File: config.mk
export PLATFORM = sky130hd
export DESIGN_NAME = fdiv_prog
export DESIGN_NICKNAME = d
export VERILOG_FILES = /design/src/rtl/fdiv_pkg.sv /design/src/rtl/fdiv_prog.sv
export SDC_FILE = /design/constraint.sdc
export NUM_CORES = 1
export LEC_CHECK = 0
export CAP_MARGIN = 10
export CORE_MARGIN = 2
export CORE_UTILIZATION = 55
export CTS_BUF_LIST = sky130_fd_sc_hd__clkbuf_16
export CTS_CLUSTER_SIZE = 10
export DETAILED_ROUTE_END_ITERATION = 8
export PLACE_DENSITY = 0.85
export SYNTH_ARGS = -nofsm -noshare
export SYNTH_HDL_FRONTEND = slang
export SYNTH_SLANG_ARGS = --single-unit
File: constraint.sdc
create_clock -name clk -period 9.7 [get_ports clk]
set_input_delay 1.94 -clock clk [delete_from_list [all_inputs] [get_ports clk]]
set_output_delay 1.94 -clock clk [all_outputs]
set_load 0.05 [all_outputs]
File: src/rtl/fdiv_pkg.sv
// Shared constants and helpers for the programmable clock-enable divider.
// fdiv_decode is the single definition of the output waveform shape.
package fdiv_pkg;

  localparam logic MODE_PULSE  = 1'b0;
  localparam logic MODE_SQUARE = 1'b1;

  // Operands are carried at 32 bits so one function serves any W up to 31.
  function automatic logic [31:0] clamp_div(input logic [31:0] x);
    return (x == 32'd0) ? 32'd1 : x;
  endfunction

  function automatic logic fdiv_decode(input logic [31:0] cnt, input logic [31:0] div,
                                       input logic mode);
    logic [32:0] half;
    half = ({1'b0, div} + 33'd1) >> 1;
    if (mode == MODE_PULSE) begin
      return cnt == 32'd0;
    end
    return {1'b0, cnt} < half;
  endfunction

endpackage

File: src/rtl/fdiv_prog.sv
// Runtime-programmable clock-enable divider: counts enabled cycles modulo a shadowed divisor
// and produces a registered pulse/square output plus a combinational wrap tick.
module fdiv_prog
  import fdiv_pkg::*;
#(
  parameter int unsigned W           = 8,
  parameter int unsigned DIV_DEFAULT = 5
) (
  input  logic         clk,
  input  logic         rst,
  input  logic         clr,
  input  logic         c_up,
  input  logic [W-1:0] div,
  input  logic         mode,
  output logic         fdclk,
  output logic         tick,
  output logic [W-1:0] cnt,
  output logic [W-1:0] div_active
);

  localparam logic [W-1:0] One      = W'(1);
  localparam logic [W-1:0] DivReset = (DIV_DEFAULT == 0) ? One : W'(DIV_DEFAULT);

  logic [W-1:0] cnt_q, cnt_d;
  logic [W-1:0] div_q, div_d;
  logic         fdclk_q;
  logic         wrap;
  logic [W-1:0] div_req;

  assign div_req = W'(clamp_div(32'(div)));
  assign wrap    = (cnt_q == div_q - One);

  // The divisor is only sampled at period boundaries so a period never gets cut short.
  always_comb begin
    cnt_d = cnt_q;
    div_d = div_q;
    if (clr) begin
      cnt_d = '0;
      div_d = div_req;
    end else if (c_up) begin
      if (wrap) begin
        cnt_d = '0;
        div_d = div_req;
      end else begin
        cnt_d = cnt_q + One;
      end
    end
  end

  always_ff @(posedge clk) begin
    if (rst) begin
      cnt_q   <= '0;
      div_q   <= DivReset;
      fdclk_q <= 1'b1;
    end else begin
      cnt_q   <= cnt_d;
      div_q   <= div_d;
      fdclk_q <= fdiv_decode(32'(cnt_d), 32'(div_d), mode);
    end
  end

  assign tick       = c_up & ~clr & ~rst & wrap;
  assign fdclk      = fdclk_q;
  assign cnt        = cnt_q;
  assign div_active = div_q;

endmodule

**Word-level counts from Yosys, hierarchy flattened**

Index checks and enable logic that the tools add are counted.
W data, S select, Z words.

- Add/sub/neg operators: 3
- $mul: 0
- Div/mod/pow operators: 0
- $lt $le $gt $ge: 1
- Equal/unequal tests: 1
- Shift-type cells: 0
- Muxes and demuxes: 11
- Bitwise gates (word level): 5
- Reductions and logical operators: 2

Operators by type and width:

| operator | count |
|---|---|
| $mux W8 | 7 |
| $logic_not A8 Y1 | 2 |
| $add A8 B1 Y9 const B | 1 |
| $add A8 B1 Y8 const B | 1 |
| $eq A8 B8 Y1 | 1 |
| $lt A8 B8 Y1 | 1 |
| $sub A8 B1 Y8 const B | 1 |
| $mux W1 | 4 |
| $and A1 B1 Y1 | 3 |
| $not A1 Y1 | 2 |

- Register bits: 17
- Latch bits: 0
- Bits in writable memories: 0
- Bits in read-only memories: 0
- Input port bits: 13
- Output and inout bits: 18
- Word-level logic and storage cells: 26
- Memories: 0

**Longest topological paths before layout**

- Depth after elaboration: 8
- Mapped depth: 21
- Mapped depth without buffers: 19

**Worst setup path before layout**

No wires, ideal clock.

- Kind: input to output
- From: input c_up
- To: output tick
- Data arrival time: 3.714 ns
- Data required time: 7.760 ns
- Slack: 4.046 ns
- Stages: 5
- Path buffers: 1
- Path through: clkbuf_1 -> nand3_1 -> a211oi_2 -> nand4_1 -> nor3_1

- Cells in the longest elaborated chain, start to end: 3

Ends and longest elaborated chain:

| element | line | RTL |
|---|---|---|
| start, declared | fdiv_prog.sv:12 | `input logic c_up,` |
| $and A1 B1 Y1 (3 in series) | fdiv_prog.sv:62 | `assign tick = c_up & ~clr & ~rst & wrap;` |
| end, declared | fdiv_prog.sv:16 | `output logic tick,` |

No other way between the ends.

**Final worst setup path**

Same ends and word-level chain as after synthesis.

==> impl_metrics.ini <==
[power_and_ir_drop]
netSwitchingFraction_pct = 30.7
seqPwrFrac_pct = 35.9
comb_power_share_pct = 26.8
power_density_nw_per_um2 = 118
peakVddDrop_v = 0.000109
netSwitchingPower_uw = 67.9
p_leak_uw = 0.000729
internal_power_uw = 153
p_clk_share_pct = 37.3
total_power_uw = 221

[placed_design]
gp_congestion = 0.851
placedCellCount = 240
postPlaceCellArea_um2 = 1800
pre_cts_slack_ps = 3460
hpwl_mm = 2.82
io_buffers = 30

[drt]
vias = 1494
wire_per_inst_um = 16.0
dr.pass1.iters = 4
avgViaCountPerCell = 6.12
drt_iter0_markers = 94
drc = 0
ant_nets = 0
wl_mm = 3.90

[timing]
period_needed_ps = 6110
finalClockSkew_ps = 0.863
grt_setup_unrepaired = no
layout_setup_ws_ps = 3590
worstMarginPinSlew_ps = 1120
hold_violations = 0
relSlewSlack_pct = 25.7
period_share_pct = 63.0
setup_viol = 0
slew_viol_final = 0
tns_ps = 0
fmax_ghz = 0.164

[job]
maxCapViolCount = 0

[clocking]
clock-sinks = 17
cts_max_path_buffers = 2
cts_buffers = 3
root_buffer = clkbuf_16
holdBufCountCts = 0
postCtsSetupBuffers = 0
cts.htree.levels = 1
tritoncts = done
clk_latency_ps = 250
clk_pin_slew_ps = 50
cts.repair.resized = 0

[synthesis]
yosys_warnings = 0
synth_xor_xnor_area_share_pct = 16.1
muxShareOfSynthArea_pct = 9.14
synth_flop_cell = dfxtp_1
synth.yosys.seq_area_share_pct = 22.4
avgSynthCellArea_um2 = 7.95
synthArstFlopShare_pct = 0
synthTopCellsByArea = dfxtp_1 (22%), xnor2_1 (10%), ha_1 (8.2%)
yosys.area.top_type = dfxtp_1
synth_fa_ha_area_share_pct = 8.24
syn_inst = 191
yosysMostFrequentCell = nor2_1
synth_cell_types = 40
synth-simple-area-share_pct = 29.1
yosysTopAreaCellShare_pct = 22.4
synth_top_family_by_area = simple AND/OR/NAND/NOR gates
syn_area_um2 = 1520
synth_edf_count = 0
synthTopCellsByCount = nor2_1 (27), xnor2_1 (18), dfxtp_1 (17)
synth_compound_area_share_pct = 9.97
syn_nets = 214
yosys_register_bits = 17

[setup_path]
cpPeakStageDelay_ps = 840
critPathArrivalTime_ps = 4170
cp.required_ps = 7760
critPathMaxFanout = 8
slowest_stage = clkdlybuf4s50_1
start_kind = input port
crit_chain = clkdlybuf4s50_1 -> nand3_1 -> a211oi_2 -> nand4_1 -> nor3_1 -> clkdlybuf4s50_1
critPathMostFrequentCell = clkdlybuf4s50_1
path_class = in -> out
end_kind = output pin

[cells_and_area]
area_growth_pct = 23.5
final_cells = 244
fin_area_um2 = 1880
final_layout_size_suffix_gt1_share_pct = 5.63
final_nets = 237
nFillCells = 208
antennaDiodeCount = 0

[global_route]
grt_pass1_wl_mm = 6.59
grt_pass1_vias = 1455
grt_usage_pct = 26.4
grt-ovfl-total = 0
antenna_found_initial = 0
grt_max_degree = 20

[run_status]
status = completed

[floorplanning]
die_area_um2 = 3200
dieHeight_um = 56.6
start_util_pct = 56.5
coreArea_um2 = 2690
die_w_um = 56.6
pin_count = 31
rows = 19

[worst_hold_path]
hold_path_class = reg -> reg
==> final timing paths <==
path,start,endpoint,slack [ps],cells past startpoint
min,div_active[7]$_SDFF_PP0_,div_active[7]$_SDFF_PP0_,600,2
min reg2reg,div_active[7]$_SDFF_PP0_,div_active[7]$_SDFF_PP0_,600,2
max,c_up,tick,3590,6
max reg2reg,div_active[0]$_SDFF_PP1_,fdclk$_SDFF_PP1_,4760,17
==> critical path: cells and delay by family <==
kind,cells,cell delay (ps)
and+or+nand+nor,3,480
AOI/OAI and AO/OA,1,270
buffers and inverters,2,1480
==> state kept, by name, indices dropped and copies added (netlist names) <==
register	count
fdclk	1
div_active	8
cnt	8
==> power groups by stage <==
stage | combinational, uW | clock [uW] | sequential [uW]
6_report | 59.3 | 82.6 | 79.5
5_1_grt | 63.7 | 87.5 | 80.1
4_1_cts | 58.8 | 82.4 | 79.3
3_5_place_dp | 58.0 | 0 | 80.6
3_3_place_gp | 56.6 | 0 | 80.3
2_1_floorplan | 33.3 | 0 | 87.2
==> kinds of logic after synthesis <==
family	after synthesis
multiplexers	13
AND/OR/NAND/NOR	86
XOR/XNOR	28
buffers and inverters	14
adder cells (fa/ha/maj)	10
AO/OA/AOI/OAI	23
flip-flops	17
==> final cells by class <==
class                           instances  area (um2)  area share (%)
Timing Repair Buffer                   30         300            16.0
Multi-Input combinational cell        160        1110            59.2
Inverter                                2        7.51           0.400
Sequential cell                        17         340            18.1
Clock buffer                            3        75.1            4.00
Clock inverter                          1        3.75           0.200
Tap cell                               31        38.8            2.07
==> routing by layer <==
metal  part of all wire (%)  track usage, %  vias up
li1                       -               -      718
met1                     43            34.0      690
met2                     46            40.9       70
met3                    7.4            6.22       16
met4                    4.0            13.6        0
met5                      0               0        -
==> cells in the final DEF, fill, tap and decap left out, types with 3 or more instances in the layout <==
cell type / n
and3_1: 6
nand2_1: 11
dfxtp_1: 17
nand3_1: 14
nand2b_1: 4
or3_1: 3
ha_1: 10
clkbuf_16: 3
mux2i_1: 11
nor2b_1: 3
xor2_1: 10
clkdlybuf4s50_1: 30
inv_1: 3
nor3_1: 5
o21ai_0: 7
a21oi_1: 5
xnor2_1: 18
nor2_1: 27
==> through the flow <==
stage	hold WS [ps]	util, %
2_1_floorplan	803	-
3_3_place_gp	589	66.9
3_5_place_dp	589	66.9
4_1_cts	602	69.8
5_1_grt	652	69.8
6_report	597	69.8
Note: power is estimated with default switching activity, not from simulation.
